<file path="config.mk">
export PLATFORM = sky130hd
export DESIGN_NAME = gpio_arbiter
export DESIGN_NICKNAME = d
export VERILOG_FILES = /design/src/rtl/gpio_arbiter.sv
export SDC_FILE = /design/constraint.sdc
export NUM_CORES = 1
export LEC_CHECK = 0
export CORE_MARGIN = 10
export CORE_UTILIZATION = 50
export DETAILED_ROUTE_END_ITERATION = 12
export PLACE_DENSITY = 0.84
export SYNTH_ARGS = -nofsm -noshare
export SYNTH_HDL_FRONTEND = slang
export SYNTH_SLANG_ARGS = --single-unit
</file>
<file path="constraint.sdc">
create_clock -name clk -period 5 [get_ports clk]
set_clock_uncertainty 0.2 [all_clocks]
set_input_delay 1.25 -clock clk [delete_from_list [all_inputs] [get_ports clk]]
set_output_delay 1.25 -clock clk [all_outputs]
set_load 0.01 [all_outputs]
</file>
<file path="src/rtl/gpio_arbiter.sv">
// gpio_arbiter: round-robin front end that shares one gpio block between
// NREQ requesters. Owns the gpio_dir / gpio_write registers and serialises
// masked DIR / WRITE / READ commands, answering each with one response pulse.
//
// Handshake: a requester raises req_valid[k] with op/mask/data stable; the
// arbiter raises req_ready[k] combinationally in the single IDLE cycle it
// grants k, and the command is taken at that clock edge. Afterwards the
// requester may drop or change its request. Exactly one rsp_valid pulse
// follows each accepted command unless rst intervenes.
module gpio_arbiter #(
  parameter int length = 4,
  parameter int NREQ   = 2,
  parameter int SETTLE = 2
) (
  input  logic                     clk,
  input  logic                     rst,
  input  logic [NREQ-1:0]          req_valid,
  output logic [NREQ-1:0]          req_ready,
  input  logic [2*NREQ-1:0]        req_op,
  input  logic [length*NREQ-1:0]   req_mask,
  input  logic [length*NREQ-1:0]   req_data,
  output logic                     rsp_valid,
  output logic [2:0]               rsp_id,
  output logic [length-1:0]        rsp_data,
  output logic                     rsp_err,
  output logic                     busy,
  output logic [length-1:0]        gpio_dir,
  output logic [length-1:0]        gpio_write,
  input  logic [length-1:0]        gpio_read
);

  typedef enum logic [1:0] {
    IDLE = 2'd0,
    EXEC = 2'd1,
    WAIT = 2'd2,
    RESP = 2'd3
  } state_t;

  localparam logic [1:0] OP_DIR   = 2'b00;
  localparam logic [1:0] OP_WRITE = 2'b01;
  localparam logic [1:0] OP_READ  = 2'b10;

  state_t              state;
  logic [2:0]          ptr;
  logic [2:0]          gnt_id;
  logic                any_valid;
  logic [1:0]          sel_op;
  logic [length-1:0]   sel_mask;
  logic [length-1:0]   sel_data;
  logic [1:0]          cur_op;
  logic [length-1:0]   cur_mask;
  logic [length-1:0]   cur_data;
  logic [3:0]          cnt;
  logic [length-1:0]   new_dir;
  logic [length-1:0]   new_write;

  // Round-robin search: first valid requester at or after ptr+1 (mod NREQ).
  always_comb begin
    any_valid = 1'b0;
    gnt_id    = '0;
    for (int off = 1; off <= NREQ; off++) begin
      for (int k = 0; k < NREQ; k++) begin
        if (!any_valid && req_valid[k] && ((int'(ptr) + off) % NREQ) == k) begin
          any_valid = 1'b1;
          gnt_id    = 3'(k);
        end
      end
    end
  end

  // Operand mux for the granted requester, plus the one-hot ready strobe.
  always_comb begin
    sel_op    = '0;
    sel_mask  = '0;
    sel_data  = '0;
    req_ready = '0;
    for (int k = 0; k < NREQ; k++) begin
      if (gnt_id == 3'(k)) begin
        sel_op   = req_op[2*k +: 2];
        sel_mask = req_mask[length*k +: length];
        sel_data = req_data[length*k +: length];
        req_ready[k] = (state == IDLE) && !rst && any_valid;
      end
    end
  end

  assign new_dir   = (gpio_dir   & ~cur_mask) | (cur_data & cur_mask);
  assign new_write = (gpio_write & ~cur_mask) | (cur_data & cur_mask);
  assign busy      = (state != IDLE);

  // Command FSM with registered gpio registers and response outputs.
  always_ff @(posedge clk) begin
    if (rst) begin
      state      <= IDLE;
      ptr        <= 3'(NREQ - 1);
      cur_op     <= '0;
      cur_mask   <= '0;
      cur_data   <= '0;
      cnt        <= '0;
      gpio_dir   <= '0;
      gpio_write <= '0;
      rsp_valid  <= 1'b0;
      rsp_id     <= '0;
      rsp_data   <= '0;
      rsp_err    <= 1'b0;
    end else begin
      // Response flags are pulses: only the transition into RESP raises them.
      rsp_valid <= 1'b0;
      rsp_err   <= 1'b0;
      case (state)
        IDLE: begin
          if (any_valid) begin
            cur_op   <= sel_op;
            cur_mask <= sel_mask;
            cur_data <= sel_data;
            ptr      <= gnt_id;
            state    <= EXEC;
          end
        end
        EXEC: begin
          if (cur_op == OP_READ) begin
            cnt   <= 4'(SETTLE);
            state <= WAIT;
          end else begin
            rsp_valid <= 1'b1;
            rsp_id    <= ptr;
            state     <= RESP;
            if (cur_op == OP_DIR) begin
              gpio_dir <= new_dir;
              rsp_data <= new_dir;
            end else if (cur_op == OP_WRITE) begin
              gpio_write <= new_write;
              rsp_data   <= new_write;
            end else begin
              rsp_data <= '0;
              rsp_err  <= 1'b1;
            end
          end
        end
        WAIT: begin
          // Sample on the last settle cycle so the gpio pipeline has caught up.
          if (cnt == 4'd1) begin
            rsp_data  <= gpio_read & cur_mask;
            rsp_valid <= 1'b1;
            rsp_id    <= ptr;
            state     <= RESP;
          end else begin
            cnt <= cnt - 4'd1;
          end
        end
        RESP: begin
          state <= IDLE;
        end
      endcase
    end
  end

endmodule

</file>
After elaboration in Yosys (flattened, before gate mapping)
Cells that the tools add are included.
{ "word_totals": {"elab_cells": 102, "register_bits": 36, "output_inout_bits": 20} }
{ "op_classes": {"reduce_logical": 27, "add_sub_neg": 3, "n_bitwise": 12, "n_eq_ne": 14, "mux": 34} }
{ "ops": {"columns": ["operator", "n"], "rows": [
  ["32-bit logical NOT", 2],
  ["4-bit two-way mux", 10],
  ["4-bit AND", 4],
  ["4-bit case mux with 2 select lines", 2],
  ["3-bit two-way mux", 4],
  ["1-bit two-way mux", 11],
  ["2-bit equality test (second input constant)", 5],
  ["2-bit inequality test (second input constant)", 5],
  ["1-bit logical AND", 9],
  ["3-bit AND reduction", 3],
  ["2-bit two-way mux", 4],
  ["4-bit OR", 2],
  ["2-bit case mux with 4 select lines", 1],
  ["3-bit case mux with 2 select lines", 1],
  ["2-bit by 1-bit equality test with 1-bit output (second input constant)", 2],
  ["4-bit by 1-bit equality test with 1-bit output (second input constant)", 1],
  ["1-bit logical NOT", 4],
  ["2-bit logical NOT", 2],
  ["4-bit inverter", 1],
  ["2-bit AND reduction", 2],
  ["4-bit AND reduction", 1],
  ["2-bit nonzero test", 2],
  ["4-bit OR reduction", 1],
  ["4-bit by 1-bit subtractor with 4-bit output (second input constant)", 1],
  ["6 further kinds", 10]
]} }

Logic depth before layout (Yosys ltp)
Gate-level depths: netlist of run 1.
{ "logic_depth": {"word_depth": 20, "mapped_depth": 8, "mapped_depth_nobuf": 6} }

Least setup slack after synthesis of run 1
OpenSTA, ideal clock, no wires.
{ "synth_path": {"path_kind": "input -> output", "start": "input rst", "end": "output req_ready[0]", "setup_slack_ns": 1.592, "required_time_ns": 3.550, "arrival_time_ns": 1.958, "path_stages": 4, "n_path_buf": 2, "path_cell_list": "clkbuf_1 nand3b_1 a21oi_1 buf_2"} }
{ "synth_between": {"elab_chain_cells": 4} }
{ "synth_lines": {"columns": ["element", "line_no", "text"], "rows": [
  ["start: declaration", "16", "input logic rst,"],
  ["1-bit logical NOT", "82", "req_ready[k] = (state == IDLE) && !rst && any_valid;"],
  ["1-bit logical AND (2 in a row)", "82", null],
  ["1-bit two-way mux", "78", "if (gnt_id == 3'(k)) begin"],
  ["end: declaration", "18", "output logic [NREQ-1:0] req_ready,"]
]} }
No other way between the ends.

Final worst setup path of run 1
{ "layout_path": {"start": "input rst", "end": "output req_ready[1]"} }
The elaborated chain is that of the path after synthesis.

==> results of run 1 <==
cells in the mapped netlist, types with 2 or more instances:
library cell and number:
clkbuf_1 6, nor4_1 4, a22oi_1 10, a22o_1 3
mux2i_1 6, nand3_1 8, nand3b_1 2, a211oi_1 4
nor3b_1 2, a21oi_1 13, inv_1 8, nor2_1 13
nor3_1 6, nand2b_1 2, dfxtp_1 32, nand2_1 37
buf_4 2, ha_1 5, buf_2 3
critical path: cells and delay by family:
kind            cells  cell delay (ns)
buf+inv             3             1.23
simple gates        1             0.18
compound gates      1             0.14
through the flow:
stage | cells | setup slack (ns)
after detailed placement | 271 | 0.762
after global placement | 271 | 0.799
final | 279 | 0.741
after global routing | 279 | 0.634
after CTS | 279 | 0.737
after floorplan | 190 | 1.59
kinds of logic (layout without fill, tap and decap cells):
family,Yosys count,after routing
compound gates,44,44
fa+ha+maj,5,5
simple gates,81,81
buf+inv,20,65
flops,32,32
mux,6,6
other cells,1,2
registers in the layout, indices dropped and copies added, names as in the netlist:
name,cells
gpio_write,4
rsp_data,4
cur_mask,4
state,2
rsp_err,1
gpio_dir,4
rsp_id,1
cur_op,2
cur_data,4
cnt,4
rsp_valid,1
ptr,1
metal layers:
layer / wire length [µm] / vias up / track usage [%]
met5: 0 / - / 0
met1: 1790 / 718 / 15.6
met4: 36 / 0 / 3.35
met3: 327 / 5 / 7.08
li1: - / 755 / -
met2: 2100 / 46 / 24.5
final cells by class:
class	count	area share [%]
multi-input cells	138	40.2
well taps	44	2.60
flip-flops and latches	32	30.3
repair buffers	49	22.7
inverters	8	1.42
clock buffers	8	2.78
report_power, final:
part | internal [µW] | total, µW | switching, µW
clock network | 69.3 | 156 | 86.6
logic | 201 | 448 | 248
registers | 310 | 375 | 65.4
how the worst min path moves through the flow:
stage / slack (ns) / endpoint
after floorplan: 0.25 / rsp_id[0]
after global placement: 0.26 / rsp_id[0]
after detailed placement: 0.26 / rsp_id[0]
after CTS: 0.27 / rsp_id[0]
after global routing: 0.32 / rsp_id[0]
final: 0.27 / rsp_id[0]
==> results.md, run 1 <==
* Fill count at 272
* Clock Path Buffers at 2
* Max-slew headroom at 65.9%
* TritonCTS clock tree: done
* Most frequent CP cell: clkdlybuf4s50_1
* Starting Density at 51.8%
* Top_reg_cell synth: dfxtp_1
* Cts repair resizes at 0
* CTS root buf: clkbuf_4
* Synth area leaders: dfxtp_1, nand2_1, a22oi_1, a21oi_1, ha_1
* Worst slew pin tran at 0.511 ns
* Diode count at 0
* Post-Synth XOR/XNOR Area at 0%
* CP peak stage delay at 0.58 ns
* Hold path cells at 2
* Area share of fa/ha/maj cells after synthesis at 3.95%
* Routed vias at 1,524
* Share of cells above drive strength 1 at 7.23%
* Ys async rst share at 0%
* IO buf count at 45
* Setup crit end: req_ready[1]
* Placed inst area at 2060 µm²
* Io pins at 48
* Mux share of post-synthesis cell area at 3.79%
* Run status: completed
* Syn Inst Count at 189
* CP max stage cell: clkdlybuf4s50_1
* Final core area utilization at 69.3%
* RR Endpoint: cnt[2]
* Die Y at 76.3 µm
* CP cell instances: clkdlybuf4s50_1, nand3b_1, a21oi_1, buf_4, clkdlybuf4s50_1
* Drt pass-1 iters at 4
* Maxcap violations at 0
* Clock transition at path regs at 0.10 ns
* Latest clock arrival within the worst-skew pair at 0.33 ns
* Initial antenna violation count at 0
* VDD IR max at 0.292 mV
* Crit path max fanout at 11
* Critical path class: input port to output pin
* Synth Cell Area at 1580 µm²
* Period utilization at 85.2%
* Register cell area after layout at 641 µm²
* # setup viols final at 0
* Pin count of the biggest net entering global routing at 16
* Row count at 20
* Wire per inst at 15.2 µm
* FF-to-FF setup slack at 2.82 ns
* Most frequent cells in the layout: clkdlybuf4s50_1, nand2_1, dfxtp_1
* Post-CTS Hold Fix Bufs at 0
* Required time of the critical path at 3.55 ns
* PwrDens at 463 nW/µm²
* Crit. Startpoint: rst
* DR iter-0 viols at 88
* Core area at 3050 µm²
* # DRC at 0
* Clock sinks at 32
* Post-synth EDFFs at 0
* Post-detail-place hpwl at 3200 µm
* Total gr overflow at 0
* Worst r2r src: state[0]
* Number of vias per cell at 5.46
* Setup Fix Bufs, Post-CTS at 0
* Total design power at 980 µW
* Worst EP arrival at 2.81 ns
* Final Hold Fails at 0
* Yosys cell types at 42
* Register-to-Register Path Depth at 6
* Total GRT Usage at 14.4%
* Seq/Total Area, Yosys at 40.5%
* RSZ-0062 raised after global routing: false
* Fmax at 0.235 GHz
* Synth Warn # at 0
* H-tree level count at 2
* Yosys top cell area share at 40.5%
* Hold Path Class: register to register
* Mean Syn Cell Area at 8.37 µm²
* Setup TNS at 0 ns
* Combinational family with the most area after synthesis: simple AND/OR/NAND/NOR gates
* Max Slew Vio Count at 0
* First-pass GRT wire length at 7000 µm
* Critical path startpoint category: input port
* Final WL at 4250 µm
* Hold path startpoint: rsp_id[0]
* Leak at 0.000798 µW
* #FFs+latches synth at 32
* Hold Slack at 0.272 ns
* Die area at 5820 µm²
* TritonCTS buffer count at 5
* Post-Synth Simple-Gate Area at 24.5%
* Vias in the first global route at 1,498
* ANT nets after route at 0
* Final net count at 267
* Footprint of the multi-input gates at 852 µm²
* Final instance area at 2120 µm²
* P&R area growth vs syn at 33.8%
* Most common cell after layout, fill and taps aside: clkdlybuf4s50_1
* Dominant cell type by area after synthesis: dfxtp_1
* Critical Path Sink Type: output pin
* GP Congestion at 0.835
* Min Tclk post-route at 4.26 ns
* Horiz. Die Dim at 76.3 µm
* Compound-cell area share of the yosys netlist at 21.1%
Note: power is estimated with default switching activity, not from simulation.
==> run 2, diff against run 1 <==
--- a/config.mk
+++ b/config.mk
@@ -9,6 +9,7 @@
 export CORE_UTILIZATION = 50
 export DETAILED_ROUTE_END_ITERATION = 12
 export PLACE_DENSITY = 0.84
+export SKIP_LAST_GASP = 1
 export SYNTH_ARGS = -nofsm -noshare
 export SYNTH_HDL_FRONTEND = slang
 export SYNTH_SLANG_ARGS = --single-unit
==> results of run 2 <==
Final layout, timing and power as in run 1 (identical DEF).
